`src/rtl/axi4_lite_timer_slave_pkg.sv`:
```
// Shared constants and FSM state types for the AXI4-Lite timer register slave.
// Register offsets are word indices taken from addr[3:2].
package axi4_lite_timer_pkg;

  localparam logic [1:0] REG_LOAD   = 2'd0;
  localparam logic [1:0] REG_CTRL   = 2'd1;
  localparam logic [1:0] REG_STATUS = 2'd2;
  localparam logic [1:0] REG_COUNT  = 2'd3;

  localparam logic [1:0] RESP_OKAY   = 2'b00;
  localparam logic [1:0] RESP_SLVERR = 2'b10;

  localparam int CTRL_START_BIT = 0;
  localparam int CTRL_STOP_BIT  = 1;
  localparam int STATUS_EXP_BIT = 0;

  typedef enum logic {W_IDLE = 1'b0, W_RESP = 1'b1} wr_state_t;
  typedef enum logic {R_IDLE = 1'b0, R_DATA = 1'b1} rd_state_t;

  function automatic logic [1:0] resp_of(input logic err);
    return err ? RESP_SLVERR : RESP_OKAY;
  endfunction

endpackage

```
`src/rtl/axi4_lite_timer_slave_if.sv`:
```
// AXI4-Lite bus bundle between the interconnect (master) and the timer slave.
// Every channel transfers on a rising edge where valid and ready are both 1; valid never waits on ready and holds its payload until then.
interface axi4_lite_timer_slave_if #(
  parameter int ADDR_W = 32,
  parameter int DATA_W = 32
) ();

  logic [ADDR_W-1:0]   awaddr;
  logic                awvalid;
  logic                awready;
  logic [DATA_W-1:0]   wdata;
  logic [DATA_W/8-1:0] wstrb;
  logic                wvalid;
  logic                wready;
  logic [1:0]          bresp;
  logic                bvalid;
  logic                bready;
  logic [ADDR_W-1:0]   araddr;
  logic                arvalid;
  logic                arready;
  logic [DATA_W-1:0]   rdata;
  logic [1:0]          rresp;
  logic                rvalid;
  logic                rready;

  modport slave (
    input  awaddr, awvalid, wdata, wstrb, wvalid, bready, araddr, arvalid, rready,
    output awready, wready, bresp, bvalid, arready, rdata, rresp, rvalid
  );

  modport master (
    output awaddr, awvalid, wdata, wstrb, wvalid, bready, araddr, arvalid, rready,
    input  awready, wready, bresp, bvalid, arready, rdata, rresp, rvalid
  );

endinterface

```
`src/rtl/axi4_lite_timer_slave_regbank.sv`:
```
// Timer register storage: byte-strobed LOAD, CTRL start/stop pulses, running bit,
// sticky expiry flag with write-one-to-clear, and the combinational read mux.
module axi4_lite_timer_regbank
  import axi4_lite_timer_pkg::*;
#(
  parameter int          ADDR_W   = 32,
  parameter int          DATA_W   = 32,
  parameter logic [31:0] LOAD_RST = 32'h0
) (
  input  logic                clk,
  input  logic                reset,
  input  logic                i_wr_en,
  input  logic [ADDR_W-1:0]   i_wr_addr,
  input  logic [DATA_W-1:0]   i_wr_data,
  input  logic [DATA_W/8-1:0] i_wr_strb,
  output logic                o_wr_err,
  input  logic [ADDR_W-1:0]   i_rd_addr,
  output logic [DATA_W-1:0]   o_rd_data,
  output logic                o_rd_err,
  input  logic                i_expired,
  input  logic [DATA_W-1:0]   i_count_value,
  output logic [DATA_W-1:0]   o_load_value,
  output logic                o_start,
  output logic                o_stop
);

  logic [DATA_W-1:0] r_load;
  logic              r_start;
  logic              r_stop;
  logic              r_running;
  logic              r_exp_flag;

  logic [1:0] w_wr_idx;
  logic [1:0] w_rd_idx;
  logic       w_wr_ok;
  logic       w_ctrl_wr;
  logic       w_start_req;
  logic       w_stop_req;
  logic       w_clr_req;
  logic       w_load_wr;
  logic       w_unused_addr_bits;

  assign w_wr_idx  = i_wr_addr[3:2];
  assign w_rd_idx  = i_rd_addr[3:2];
  assign o_wr_err  = (|i_wr_addr[ADDR_W-1:4]) || (w_wr_idx == REG_COUNT);
  assign o_rd_err  = |i_rd_addr[ADDR_W-1:4];
  assign w_wr_ok   = i_wr_en && !o_wr_err;
  assign w_load_wr = w_wr_ok && (w_wr_idx == REG_LOAD);
  assign w_ctrl_wr = w_wr_ok && (w_wr_idx == REG_CTRL) && i_wr_strb[0];
  // Stop dominates when both command bits are set.
  assign w_stop_req  = w_ctrl_wr && i_wr_data[CTRL_STOP_BIT];
  assign w_start_req = w_ctrl_wr && i_wr_data[CTRL_START_BIT] && !i_wr_data[CTRL_STOP_BIT];
  assign w_clr_req   = w_wr_ok && (w_wr_idx == REG_STATUS) && i_wr_strb[0]
                       && i_wr_data[STATUS_EXP_BIT];
  assign w_unused_addr_bits = ^{i_wr_addr[1:0], i_rd_addr[1:0]};

  assign o_load_value = r_load;
  assign o_start      = r_start;
  assign o_stop       = r_stop;

  always_ff @(posedge clk) begin
    if (reset) begin
      r_load     <= LOAD_RST;
      r_start    <= 1'b0;
      r_stop     <= 1'b0;
      r_running  <= 1'b0;
      r_exp_flag <= 1'b0;
    end else begin
      r_start <= w_start_req;
      r_stop  <= w_stop_req;
      if (w_stop_req || i_expired) r_running <= 1'b0;
      else if (w_start_req)        r_running <= 1'b1;
      // A live expiry beats a same-cycle clear so no event is lost.
      if (i_expired)      r_exp_flag <= 1'b1;
      else if (w_clr_req) r_exp_flag <= 1'b0;
      if (w_load_wr) begin
        for (int i = 0; i < DATA_W/8; i++) begin
          if (i_wr_strb[i]) r_load[8*i +: 8] <= i_wr_data[8*i +: 8];
        end
      end
    end
  end

  always_comb begin
    o_rd_data = '0;
    if (!o_rd_err) begin
      case (w_rd_idx)
        REG_LOAD:   o_rd_data = r_load;
        REG_CTRL:   o_rd_data = {{(DATA_W-1){1'b0}}, r_running};
        REG_STATUS: o_rd_data = {{(DATA_W-1){1'b0}}, r_exp_flag};
        default:    o_rd_data = i_count_value;
      endcase
    end
  end

endmodule

```
`src/rtl/axi4_lite_timer_slave.sv`:
```
// AXI4-Lite slave front end for the hardware timer: independent write and read
// channel FSMs around the axi4_lite_timer_regbank register block.
module axi4_lite_timer_slave
  import axi4_lite_timer_pkg::*;
#(
  parameter int          ADDR_W   = 32,
  parameter int          DATA_W   = 32,
  parameter logic [31:0] LOAD_RST = 32'h0
) (
  input  logic                    clk,
  input  logic                    reset,
  axi4_lite_timer_slave_if.slave  s_axi,
  output logic [DATA_W-1:0]       o_load_value,
  output logic                    o_start,
  output logic                    o_stop,
  input  logic                    i_expired,
  input  logic [DATA_W-1:0]       i_count_value,
  output wr_state_t               o_wr_state,
  output rd_state_t               o_rd_state
);

  wr_state_t r_wstate, w_wstate_nxt;
  rd_state_t r_rstate, w_rstate_nxt;

  logic                r_aw_got;
  logic                r_w_got;
  logic [ADDR_W-1:0]   r_awaddr;
  logic [DATA_W-1:0]   r_wdata;
  logic [DATA_W/8-1:0] r_wstrb;
  logic [1:0]          r_bresp;
  logic [DATA_W-1:0]   r_rdata;
  logic [1:0]          r_rresp;

  logic                w_aw_hs, w_w_hs, w_ar_hs, w_commit;
  logic [ADDR_W-1:0]   w_wr_addr;
  logic [DATA_W-1:0]   w_wr_data;
  logic [DATA_W/8-1:0] w_wr_strb;
  logic                w_wr_err, w_rd_err;
  logic [DATA_W-1:0]   w_rd_data;

  assign s_axi.awready = (r_wstate == W_IDLE) && !r_aw_got;
  assign s_axi.wready  = (r_wstate == W_IDLE) && !r_w_got;
  assign s_axi.bvalid  = (r_wstate == W_RESP);
  assign s_axi.bresp   = r_bresp;
  assign s_axi.arready = (r_rstate == R_IDLE);
  assign s_axi.rvalid  = (r_rstate == R_DATA);
  assign s_axi.rdata   = r_rdata;
  assign s_axi.rresp   = r_rresp;
  assign o_wr_state    = r_wstate;
  assign o_rd_state    = r_rstate;

  assign w_aw_hs = s_axi.awvalid && s_axi.awready;
  assign w_w_hs  = s_axi.wvalid && s_axi.wready;
  assign w_ar_hs = s_axi.arvalid && s_axi.arready;
  // Commit in the cycle the second half arrives, using live bus values for whichever half is arriving now.
  assign w_commit  = (r_wstate == W_IDLE) && (r_aw_got || w_aw_hs) && (r_w_got || w_w_hs);
  assign w_wr_addr = r_aw_got ? r_awaddr : s_axi.awaddr;
  assign w_wr_data = r_w_got ? r_wdata : s_axi.wdata;
  assign w_wr_strb = r_w_got ? r_wstrb : s_axi.wstrb;

  always_comb begin
    w_wstate_nxt = r_wstate;
    case (r_wstate)
      W_IDLE:  if (w_commit) w_wstate_nxt = W_RESP;
      W_RESP:  if (s_axi.bready) w_wstate_nxt = W_IDLE;
      default: w_wstate_nxt = W_IDLE;
    endcase
  end

  always_comb begin
    w_rstate_nxt = r_rstate;
    case (r_rstate)
      R_IDLE:  if (w_ar_hs) w_rstate_nxt = R_DATA;
      R_DATA:  if (s_axi.rready) w_rstate_nxt = R_IDLE;
      default: w_rstate_nxt = R_IDLE;
    endcase
  end

  always_ff @(posedge clk) begin
    if (reset) begin
      r_wstate <= W_IDLE;
      r_rstate <= R_IDLE;
    end else begin
      r_wstate <= w_wstate_nxt;
      r_rstate <= w_rstate_nxt;
    end
  end

  always_ff @(posedge clk) begin
    if (reset) begin
      r_aw_got <= 1'b0;
      r_w_got  <= 1'b0;
      r_awaddr <= '0;
      r_wdata  <= '0;
      r_wstrb  <= '0;
      r_bresp  <= RESP_OKAY;
      r_rdata  <= '0;
      r_rresp  <= RESP_OKAY;
    end else begin
      if (w_commit) begin
        r_aw_got <= 1'b0;
        r_w_got  <= 1'b0;
        r_bresp  <= resp_of(w_wr_err);
      end else begin
        if (w_aw_hs) begin
          r_aw_got <= 1'b1;
          r_awaddr <= s_axi.awaddr;
        end
        if (w_w_hs) begin
          r_w_got <= 1'b1;
          r_wdata <= s_axi.wdata;
          r_wstrb <= s_axi.wstrb;
        end
      end
      if (w_ar_hs) begin
        r_rdata <= w_rd_data;
        r_rresp <= resp_of(w_rd_err);
      end
    end
  end

  axi4_lite_timer_regbank #(
    .ADDR_W   (ADDR_W),
    .DATA_W   (DATA_W),
    .LOAD_RST (LOAD_RST)
  ) u_regbank (
    .clk           (clk),
    .reset         (reset),
    .i_wr_en       (w_commit),
    .i_wr_addr     (w_wr_addr),
    .i_wr_data     (w_wr_data),
    .i_wr_strb     (w_wr_strb),
    .o_wr_err      (w_wr_err),
    .i_rd_addr     (s_axi.araddr),
    .o_rd_data     (w_rd_data),
    .o_rd_err      (w_rd_err),
    .i_expired     (i_expired),
    .i_count_value (i_count_value),
    .o_load_value  (o_load_value),
    .o_start       (o_start),
    .o_stop        (o_stop)
  );

endmodule

```
`src/flat_wrapper.sv`:
```
// flat-port wrapper written by rule: the top's interface ports become plain ports
module axi4_lite_timer_slave_flat import axi4_lite_timer_pkg::*;
#(
  parameter int          ADDR_W   = 32,
  parameter int          DATA_W   = 32,
  parameter logic [31:0] LOAD_RST = 32'h0
)
  (clk, reset, o_load_value, o_start, o_stop, i_expired, i_count_value, o_wr_state, o_rd_state, s_axi_awaddr, s_axi_awvalid, s_axi_wdata, s_axi_wstrb, s_axi_wvalid, s_axi_bready, s_axi_araddr, s_axi_arvalid, s_axi_rready, s_axi_awready, s_axi_wready, s_axi_bresp, s_axi_bvalid, s_axi_arready, s_axi_rdata, s_axi_rresp, s_axi_rvalid);
  axi4_lite_timer_slave_if #(.ADDR_W(ADDR_W), .DATA_W(DATA_W)) s_axi_i ();
  input  logic clk;
  input  logic reset;
  output logic [DATA_W-1:0] o_load_value;
  output logic o_start;
  output logic o_stop;
  input  logic i_expired;
  input  logic [DATA_W-1:0] i_count_value;
  output wr_state_t o_wr_state;
  output rd_state_t o_rd_state;
  input wire logic [$bits(s_axi_i.awaddr)-1:0] s_axi_awaddr;
  input wire logic [$bits(s_axi_i.awvalid)-1:0] s_axi_awvalid;
  input wire logic [$bits(s_axi_i.wdata)-1:0] s_axi_wdata;
  input wire logic [$bits(s_axi_i.wstrb)-1:0] s_axi_wstrb;
  input wire logic [$bits(s_axi_i.wvalid)-1:0] s_axi_wvalid;
  input wire logic [$bits(s_axi_i.bready)-1:0] s_axi_bready;
  input wire logic [$bits(s_axi_i.araddr)-1:0] s_axi_araddr;
  input wire logic [$bits(s_axi_i.arvalid)-1:0] s_axi_arvalid;
  input wire logic [$bits(s_axi_i.rready)-1:0] s_axi_rready;
  output wire logic [$bits(s_axi_i.awready)-1:0] s_axi_awready;
  output wire logic [$bits(s_axi_i.wready)-1:0] s_axi_wready;
  output wire logic [$bits(s_axi_i.bresp)-1:0] s_axi_bresp;
  output wire logic [$bits(s_axi_i.bvalid)-1:0] s_axi_bvalid;
  output wire logic [$bits(s_axi_i.arready)-1:0] s_axi_arready;
  output wire logic [$bits(s_axi_i.rdata)-1:0] s_axi_rdata;
  output wire logic [$bits(s_axi_i.rresp)-1:0] s_axi_rresp;
  output wire logic [$bits(s_axi_i.rvalid)-1:0] s_axi_rvalid;
  assign s_axi_i.awaddr = s_axi_awaddr;
  assign s_axi_i.awvalid = s_axi_awvalid;
  assign s_axi_i.wdata = s_axi_wdata;
  assign s_axi_i.wstrb = s_axi_wstrb;
  assign s_axi_i.wvalid = s_axi_wvalid;
  assign s_axi_i.bready = s_axi_bready;
  assign s_axi_i.araddr = s_axi_araddr;
  assign s_axi_i.arvalid = s_axi_arvalid;
  assign s_axi_i.rready = s_axi_rready;
  assign s_axi_awready = s_axi_i.awready;
  assign s_axi_wready = s_axi_i.wready;
  assign s_axi_bresp = s_axi_i.bresp;
  assign s_axi_bvalid = s_axi_i.bvalid;
  assign s_axi_arready = s_axi_i.arready;
  assign s_axi_rdata = s_axi_i.rdata;
  assign s_axi_rresp = s_axi_i.rresp;
  assign s_axi_rvalid = s_axi_i.rvalid;
  axi4_lite_timer_slave #(.ADDR_W(ADDR_W), .DATA_W(DATA_W), .LOAD_RST(LOAD_RST)) u_core (.clk(clk), .reset(reset), .s_axi(s_axi_i), .o_load_value(o_load_value), .o_start(o_start), .o_stop(o_stop), .i_expired(i_expired), .i_count_value(i_count_value), .o_wr_state(o_wr_state), .o_rd_state(o_rd_state));
endmodule
```
`config.mk`:
```
export PLATFORM = sky130hd
export DESIGN_NAME = axi4_lite_timer_slave_flat
export DESIGN_NICKNAME = d
export VERILOG_FILES = /design/src/rtl/axi4_lite_timer_slave_pkg.sv /design/src/rtl/axi4_lite_timer_slave_if.sv /design/src/rtl/axi4_lite_timer_slave_regbank.sv /design/src/rtl/axi4_lite_timer_slave.sv /design/src/flat_wrapper.sv
export SDC_FILE = /design/constraint.sdc
export NUM_CORES = 1
export LEC_CHECK = 0
export BUFFER_PORTS_ARGS = -buffer_cell sky130_fd_sc_hd__buf_2
export CORE_UTILIZATION = 35
export DETAILED_ROUTE_END_ITERATION = 8
export GPL_TIMING_DRIVEN = 1
export PLACE_DENSITY = 0.69
export SLEW_MARGIN = 20
export SYNTH_ARGS = -nofsm -noshare
export SYNTH_HDL_FRONTEND = slang
export SYNTH_SLANG_ARGS = --single-unit
```
`constraint.sdc`:
```
create_clock -name clk -period 5.95 [get_ports clk]
set_clock_uncertainty 0.05 [all_clocks]
set_input_delay 0.2975 -clock clk [delete_from_list [all_inputs] [get_ports clk]]
set_output_delay 0.2975 -clock clk [all_outputs]
set_load 0.005 [all_outputs]
```
==> run metrics, run 1 <==
clock root buffer clkbuf_16; final setup vio count 0; largest net degree at the start of global routing 114; GRT Residual Overflow 0; Final Hold Slack 26.22 ps; Tot Pwr about 2200 µW; Iter 0 DRT Violations around 350; DRT antenna net count 0; Synth area leaders dfxtp_1, nand2_1, mux2_4, a21oi_1, a22o_1; CTS tree built; final setup margin about 2900 ps; post-DP HPWL approximately 12 mm; first-pass GRT wire length 26.46 mm; CTS resizes 0; Sink Count 140; Mean Syn Cell Area 8.660 µm²; Bufs and invs on worst path 0; crit path time final 3045 ps; power density cells 283.1 nW/µm²; via count 5634; CTS H-tree depth 4; Tcrit/Tclk final 51.17%; Die Ht 134.4 µm; FP Rows 48; Avg WL per Cell 15.40 µm; Ys Warns 0; Final TNS setup 0 ps; routability cong. 0.7809; critical path's largest stage delay between 900 and 1000 ps; Hold Path Class input pin to flip-flop; status finished, final reports clean; worst IR drop on VDD ~200 µV; Critical Path Stages 5; TritonRoute pass-1 iters 5; Post-Syn Area 6140 µm²; Max Cap Viol 0; Via-to-Cell Ratio 5.008; FILL cells 1716; initial antenna violation count 4; dominant cell type by area after synthesis dfxtp_1; CP Cell Sequence o22ai_1 > nor2_1 > o21ai_0 > a2111o_1 > mux2_4; clk buf depth 2; register area share after synthesis 45.65%; Leakage 0.003356 µW; Synth cell types 43; f_max 0.3284 GHz; cell count after synthesis just over 700; EDFF count, synth 0; most instantiated library cell after synthesis dfxtp_1; Rel. slew slack between 30% and 40%; Core Footprint approximately 17000 µm²; hold path cells 2; CP Launch Type flip-flop; Ports 217; R2R depth 5; post-CTS setup buffers 0; Critical Path RT about 6200 ps; Clk pin slew, worst setup/hold paths 60 ps; final net count 1027; later-pin clock latency in the skew report approximately 410 ps; post-synth top area share 45.65%; CP Capture Type flip-flop; share of cells above drive strength 1 31.18%; # DRC 0; Area Growth Syn to Fin 28.08%; dominant synthesized flop cell dfxtp_1; crit path kind flip-flop to flip-flop; Post-synth ARST share 0%; Total Routed Length 17.32 mm; hold buffer count at cts 0; worst slew pin tran 1014 ps; #FFs+latches synth between 100 and 150; CTS buffer count 17; crit-path leading delay family compound AO/OA/AOI/OAI gates; arrival time worst endpoint roughly 3300 ps; DIE AREA 18080 µm²; vias in the first global route 5046; GRT Total Usage 18.94%; top post-synthesis cells by count dfxtp_1, nand2_1, a21oi_1, nor2_1, clkbuf_1; port bufs 210; Slowest-stage cell, CP dfxtp_2; pre-CTS WS 2919 ps; crit path max fanout 33; Reg2Reg Setup Slack 2910 ps; post-route core utilization 45.62%; Starting Density 35.62%; setup repair after global routing missed its margin no; final hold viol count 0; Die X between 100 and 150 µm; max-slew violation count 0
==> layer usage <==
layer  global-route usage [%]  vias to the layer above  routed length [µm]
li1                         -                     2839                   -
met3                    5.820                       18                1160
met5                        0                        -                  24
met4                    6.055                        4                 144
met2                    30.43                      188                8230
met1                    24.15                     2585                7763
==> logic make-up (layout without fill, tap and decap cells) <==
| logic type | Yosys count | after routing | synth area share [%] |
|---|---|---|---|
| DFF | 140 | 140 | 45.65 |
| other | 1 | 4 | 0.06108 |
| muxes | 52 | 52 | 10.68 |
| AOI/OAI and AO/OA | 167 | 167 | 18.52 |
| buffers and inverters | 73 | 261 | 5.115 |
| and+or+nand+nor | 276 | 276 | 19.97 |
==> layout make-up <==
type / count / area, µm² / share of cell area [%]
diodes: 2 / 5.005 / 0.06364
clock buffers: 19 / 442.9 / 5.632
flip-flops and latches: 140 / 2804 / 35.66
well taps: 225 / 281.5 / 3.580
clock inverters: 11 / 122.6 / 1.559
repair buffers: 217 / 1114 / 14.16
inverters: 14 / 52.55 / 0.6683
multi-input cells: 497 / 3042 / 38.68
==> metrics by stage <==
stage                     cells  instance area, µm²
after floorplan             710                6143
after global placement     1092                7272
after detailed placement   1092                7277
after CTS                  1122                7843
after global routing       1124                7861
final                      1125                7864
==> state kept, by name (all words and copies together), names as in the netlist <==
signal                         flops
u_core.r_awaddr                   30
u_core.u_regbank.o_stop            1
u_core.s_axi.bresp                 1
u_core.r_aw_got                    1
u_core.r_wdata                    32
u_core.s_axi.rresp                 1
u_core.o_wr_state                  1
u_core.u_regbank.o_start           1
u_core.u_regbank.o_load_value     32
u_core.r_w_got                     1
u_core.r_wstrb                     4
u_core.o_rd_state                  1
u_core.s_axi.rdata                32
u_core.u_regbank.r_exp_flag        1
u_core.u_regbank.r_running         1
==> worst paths after layout <==
path	startpoint	to
max	u_core.r_w_got	u_core.u_regbank.o_load_value[20]
max reg2reg	u_core.r_w_got	u_core.u_regbank.o_load_value[20]
min	s_axi_rready	u_core.o_rd_state
min reg2reg	u_core.r_awaddr[27]	u_core.r_awaddr[27]
==> placed cells by master, fill, tap and decap left out, types with 3 or more instances in the layout <==
master      count
nor3_1          8
a21oi_1        70
clkbuf_16      17
mux2_4         24
and3b_1         3
a2111o_1        4
or4_1           4
a221oi_1        8
nand2_1       139
inv_1          14
mux2i_1        25
o22ai_1         9
dfxtp_1       139
nor2b_1        24
clkinvlp_4      4
clkinv_2        3
buf_4           6
a22oi_1        32
nor4_1         14
buf_2         209
a22o_1         31
nand4_1         3
nor2_1         69
==> report_power, final <==
part	internal [µW]	leakage, µW	switching [µW]
Clock	621	0.000267	393
Combinational	95.4	0.00195	124
Sequential	965	0.00113	27.2
Total	1680	0.00336	544
Power figures use the tool's default switching activity.
==> run 2, diff against run 1 <==
==> constraint.sdc (replaced) <==
create_clock -name clk -period 2.9 [get_ports clk]
set_clock_uncertainty 0.05 [all_clocks]
set_input_delay 0.145 -clock clk [delete_from_list [all_inputs] [get_ports clk]]
set_output_delay 0.145 -clock clk [all_outputs]
set_load 0.005 [all_outputs]
==> run metrics, run 2 (synthesized netlist as in run 1, its figures left out) <==
status finished, final reports clean; Starting Density 35.62% (unchanged); Total Routed Length 18.71 mm (+8.0%); worst slew pin tran 757.8 ps (-255.8 ps); CTS buffer count 17 (unchanged); Critical Path RT 3150 ps (-3050 ps); post-DP HPWL 12.69 mm (+3.5%); most frequent cells in the layout buf_2, nand2_1, dfxtp_1; via count 6018 (+6.8%); arrival time worst endpoint 2970 ps (-320 ps); final hold viol count 0 (unchanged); reg-to-reg critical path endpoint u_core.u_regbank.o_load_value[30]; crit path max fanout 8 (-76%); FP Rows 48 (unchanged); Psw 1187 µW (+120%); power density cells 537.1 nW/µm² (+90%); Rel. slew slack 49.25% (+17 points); hold path cells 4 (+2); Ports 217 (unchanged); final setup vio count 0 (unchanged); Reg2Reg Setup Slack 230 ps (-2680 ps); crit path kind input pin to flip-flop; Final Hold Slack 33.42 ps (+7.202 ps); share of cells above drive strength 1 29.62% (-1.6 points); largest net degree at the start of global routing 59 (-48%); DRT antenna net count 0 (unchanged); final net count 1107 (+7.8%); Tcrit/Tclk final 93.82%; switching share of power 25.61% (+1.2 points); port bufs 210 (unchanged); Die Ht 134.4 µm (unchanged); crit path launch s_axi_awaddr[31]; CTS H-tree depth 4 (unchanged); Core Footprint 17240 µm² (unchanged); CP Capture Type flip-flop; Die X 134.4 µm (unchanged); most common cell after layout, fill and taps aside buf_2; vias in the first global route 5672 (+12%); # DRC 0 (unchanged); TritonRoute pass-1 iters 5 (unchanged); routability cong. 0.7786 (-0.29%); Avg WL per Cell 15.54 µm (+0.93%); crit path time final 2721 ps; final setup margin 179.4 ps (-2726 ps); setup repair after global routing missed its margin no; reg2reg start u_core.r_aw_got; worst IR drop on VDD 415.9 µV (+110%); internal power 3447 µW (+100%); Via-to-Cell Ratio 4.998 (-0.19%); initial antenna violation count 0 (-4); pre-CTS WS 299.4 ps (-2620 ps); post-CTS setup buffers 0 (unchanged); Sink Count 140 (unchanged); CP Launch Type input pin; Max Cap Viol 0 (unchanged); Iter 0 DRT Violations 343 (-2.3%); GRT Residual Overflow 0 (unchanged); DIE AREA 18080 µm² (unchanged); Clock power frac 44.3% (-1.3 points); clock root buffer clkbuf_16; end of the critical path u_core.u_regbank.o_load_value[30]; # diodes 0 (-2); Area Growth Syn to Fin 40.51%; Hold Path Class input pin to flip-flop; Final TNS setup 0 ps (unchanged); max-slew violation count 0 (unchanged); Clk pin slew, worst setup/hold paths 60 ps (about the same); first-pass GRT wire length 29.17 mm (+10%); later-pin clock latency in the skew report 420 ps (about the same); Leakage 0.003702 µW (+10%); R2R depth 5 (unchanged); f_max 0.3676 GHz; CTS tree built; clk buf depth 2 (unchanged); Comb pwr share 12.2% (+2.3 points); GRT Total Usage 20.86% (+1.9 points); Seq pwr share 43.5% (-1.1 points)
==> run 2: cell count changes in the layout (fill, tap and decap cells not counted), moves of 2 or more <==
cell	before	now
buf_6	2	0
diode_2	2	0
inv_6	0	2
clkinv_4	2	4
dlygate4sd3_1	0	70
buf_4	6	17
==> run 2: how the worst min path moves through the flow <==
| stage | start | endpoint |
|---|---|---|
| finish | i_count_value[31] | u_core.s_axi.rdata[31] |
| global placement | s_axi_rready | u_core.o_rd_state |
| floorplan | s_axi_rready | u_core.o_rd_state |
| CTS | i_count_value[31] | u_core.s_axi.rdata[31] |
| detailed placement | s_axi_rready | u_core.o_rd_state |
| global route | s_axi_awvalid | u_core.r_aw_got |
==> run 2: critical path: stages <==
cell and delay (ps):
dlygate4sd3_1 540, buf_2 130, nor4_1 350, nand4_1 170, or4_1 600, a2111o_1 650, mux2_4 380
==> run 2: repair_timing <==
action,CTS,global route
resized for setup,0,0
hold endpoints to repair,70,0
hold buffers,70,0
==> run 2: stage by stage <==
step	area (µm²)	power [µW]	cells	utilization [%]
2_1_floorplan	6143	2337	710	-
3_3_place_gp	7367	2532	1103	42.74
3_5_place_dp	7367	2539	1103	42.74
4_1_cts	8627	4683	1204	50.05
5_1_grt	8627	4836	1204	50.05
6_report	8627	4634	1204	50.05
==> run 2: area by class of cell <==
| class | instances | area (µm²) |
|---|---|---|
| clock buffer | 18 | 439.2 |
| sequential | 140 | 2804 |
| timing repair buffer | 297 | 1894 |
| tap | 225 | 281.5 |
| clock inverter | 13 | 120.1 |
| fill | 1600 | 8610 |
| inverter | 14 | 52.55 |
| multi-input combinational | 497 | 3035 |
==> run 2: power by group through the flow <==
stage | sequential [µW] | clock [µW] | combinational, µW
finish | 2020 | 2050 | 565
floorplan | 2050 | 0 | 291
CTS | 2010 | 2110 | 560
global route | 2020 | 2200 | 616
global placement | 2050 | 0 | 477
detailed placement | 2060 | 0 | 482
==> run 2: layer usage <==
layer | part of all wire, % | GRT usage, % | vias to the layer above | wire (µm)
met4 | 0.98 | 6.367 | 0 | 184
met3 | 6.0 | 5.442 | 17 | 1116
met2 | 50 | 36.04 | 209 | 9267
met1 | 44 | 25.27 | 2788 | 8144
met5 | 0 | 0 | - | 0
li1 | - | - | 3004 | -
==> run 3, diff against run 2 <==
--- a/config.mk
+++ b/config.mk
@@ -9,6 +9,7 @@
 export CORE_UTILIZATION = 35
 export DETAILED_ROUTE_END_ITERATION = 8
 export GPL_TIMING_DRIVEN = 1
+export MAX_ROUTING_LAYER = met4
 export PLACE_DENSITY = 0.69
 export SLEW_MARGIN = 20
 export SYNTH_ARGS = -nofsm -noshare
==> run metrics, run 3 (synthesized netlist as in run 1, its figures left out) <==
first-pass GRT wire length 29.24 mm (+0.21%); crit path kind input pin to flip-flop; reg-to-reg critical path endpoint u_core.u_regbank.o_load_value[30]; Leakage 0.003702 µW (unchanged); HP Start i_count_value[31]; Total Routed Length 18.76 mm (+0.22%); final net count 1107 (unchanged); arrival time worst endpoint 3010 ps (+40 ps); Via-to-Cell Ratio 5.012 (+0.28%); CTS buffer count 17 (unchanged); GRT Residual Overflow 0 (unchanged); final hold viol count 0 (unchanged); FP Rows 48 (unchanged); Ports 217 (unchanged); Sink Count 140 (unchanged); clk buf depth 2 (unchanged); DIE AREA 18080 µm² (unchanged); worst slew pin tran 762.9 ps (+5.095 ps); largest net degree at the start of global routing 59 (unchanged); Avg WL per Cell 15.58 µm (+0.22%); GRT Total Usage 21.51% (+0.65 points); crit path max fanout 8 (unchanged); Tcrit/Tclk final 95.00% (+1.2 points); setup repair after global routing missed its margin no; power density cells 537.8 nW/µm² (+0.12%); Final Hold Slack 31.93 ps (-1.489 ps); Hold Path Class input pin to flip-flop; CP Launch Type input pin; port bufs 210 (unchanged); Endpoint, Worst Hold u_core.s_axi.rdata[31]; clock root buffer clkbuf_16; Critical Path RT 3150 ps (about the same); max-slew violation count 0 (unchanged); R2R depth 5 (unchanged); later-pin clock latency in the skew report 420 ps (about the same); status finished, final reports clean; Starting Density 35.62% (unchanged); TritonRoute pass-1 iters 4 (-1); Clk pin slew, worst setup/hold paths 60 ps (about the same); final setup vio count 0 (unchanged); CTS H-tree depth 4 (unchanged); hold path cells 4 (unchanged); crit path time final 2755 ps (+34.41 ps); Die Ht 134.4 µm (unchanged); DRT antenna net count 0 (unchanged); CTS tree built; CP Capture Type flip-flop; Core Footprint 17240 µm² (unchanged); post-DP HPWL 12.69 mm (unchanged); initial antenna violation count 0 (unchanged); Die X 134.4 µm (unchanged); Tot Pwr 4639 µW (+0.12%); pre-CTS WS 299.4 ps (unchanged); vias in the first global route 5660 (-0.21%); share of cells above drive strength 1 29.62% (unchanged); Reg2Reg Setup Slack 200 ps (-30 ps); routability cong. 0.7892 (+1.4%); Rel. slew slack 48.91% (-0.34 points); reg2reg start u_core.r_aw_got; most frequent cells in the layout buf_2, nand2_1, dfxtp_1; # diodes 0 (unchanged); via count 6035 (+0.28%); Final TNS setup 0 ps (unchanged); Area Growth Syn to Fin 40.51% (unchanged); final setup margin 145.0 ps (-34.41 ps); f_max 0.3630 GHz (-1.2%); post-CTS setup buffers 0 (unchanged); most common cell after layout, fill and taps aside buf_2; Max Cap Viol 0 (unchanged); Iter 0 DRT Violations 305 (-11%); CTS resizes 0 (unchanged); # DRC 0 (unchanged); worst IR drop on VDD 419.5 µV (+0.86%)
-- run 3: through the flow --
stage | instance area [µm²] | utilization (%) | std cells
after floorplan | 6143 | - | 710
after global placement | 7367 | 42.74 | 1103
after detailed placement | 7367 | 42.74 | 1103
after CTS | 8627 | 50.05 | 1204
after global routing | 8627 | 50.05 | 1204
final | 8627 | 50.05 | 1204
-- run 3: how the worst max path moves through the flow --
stage | start | to | slack (ps) | depth (start not counted)
after floorplan | u_core.r_aw_got | u_core.u_regbank.o_load_value[0] | 670 | 7
after global placement | u_core.r_aw_got | u_core.u_regbank.o_load_value[30] | 310 | 5
after detailed placement | u_core.r_awaddr[31] | u_core.u_regbank.o_load_value[28] | 300 | 5
after CTS | s_axi_awaddr[31] | u_core.u_regbank.o_load_value[21] | 270 | 7
after global routing | s_axi_awaddr[31] | u_core.u_regbank.o_load_value[20] | 80 | 7
final | s_axi_awaddr[31] | u_core.u_regbank.o_load_value[30] | 140 | 7
-- run 3: what timing repair did --
item,4_1_cts,5_1_grt
setup endpoints to repair,0,0
endpoints found under the hold margin,70,0
hold buffers,70,0
-- run 3: worst max-delay path, stage by stage --
cell and delay [ps]:
dlygate4sd3_1 540, buf_2 130, nor4_1 370, nand4_1 170, or4_1 610, a2111o_1 660, mux2_4 380
-- run 3: power by group --
| group | total, µW | internal (µW) | switching (µW) |
|---|---|---|---|
| logic | 565 | 267 | 298 |
| registers | 2020 | 1980 | 36.3 |
| clock network | 2060 | 1200 | 858 |
| total | 4640 | 3450 | 1190 |
-- run 3: layout make-up --
class | count | area [µm²]
sequential | 140 | 2804
clock buffer | 18 | 439.2
clock inverter | 13 | 120.1
timing repair buffer | 297 | 1894
fill | 1600 | 8610
tap | 225 | 281.5
multi-input combinational | 497 | 3035
inverter | 14 | 52.55
-- run 3: routing by layer --
layer  share of wire, %  GRT usage (%)
met1                 44          25.71
met2                 49          35.98
met3                5.5          4.951
met4                1.3          6.305
met5                  0              -
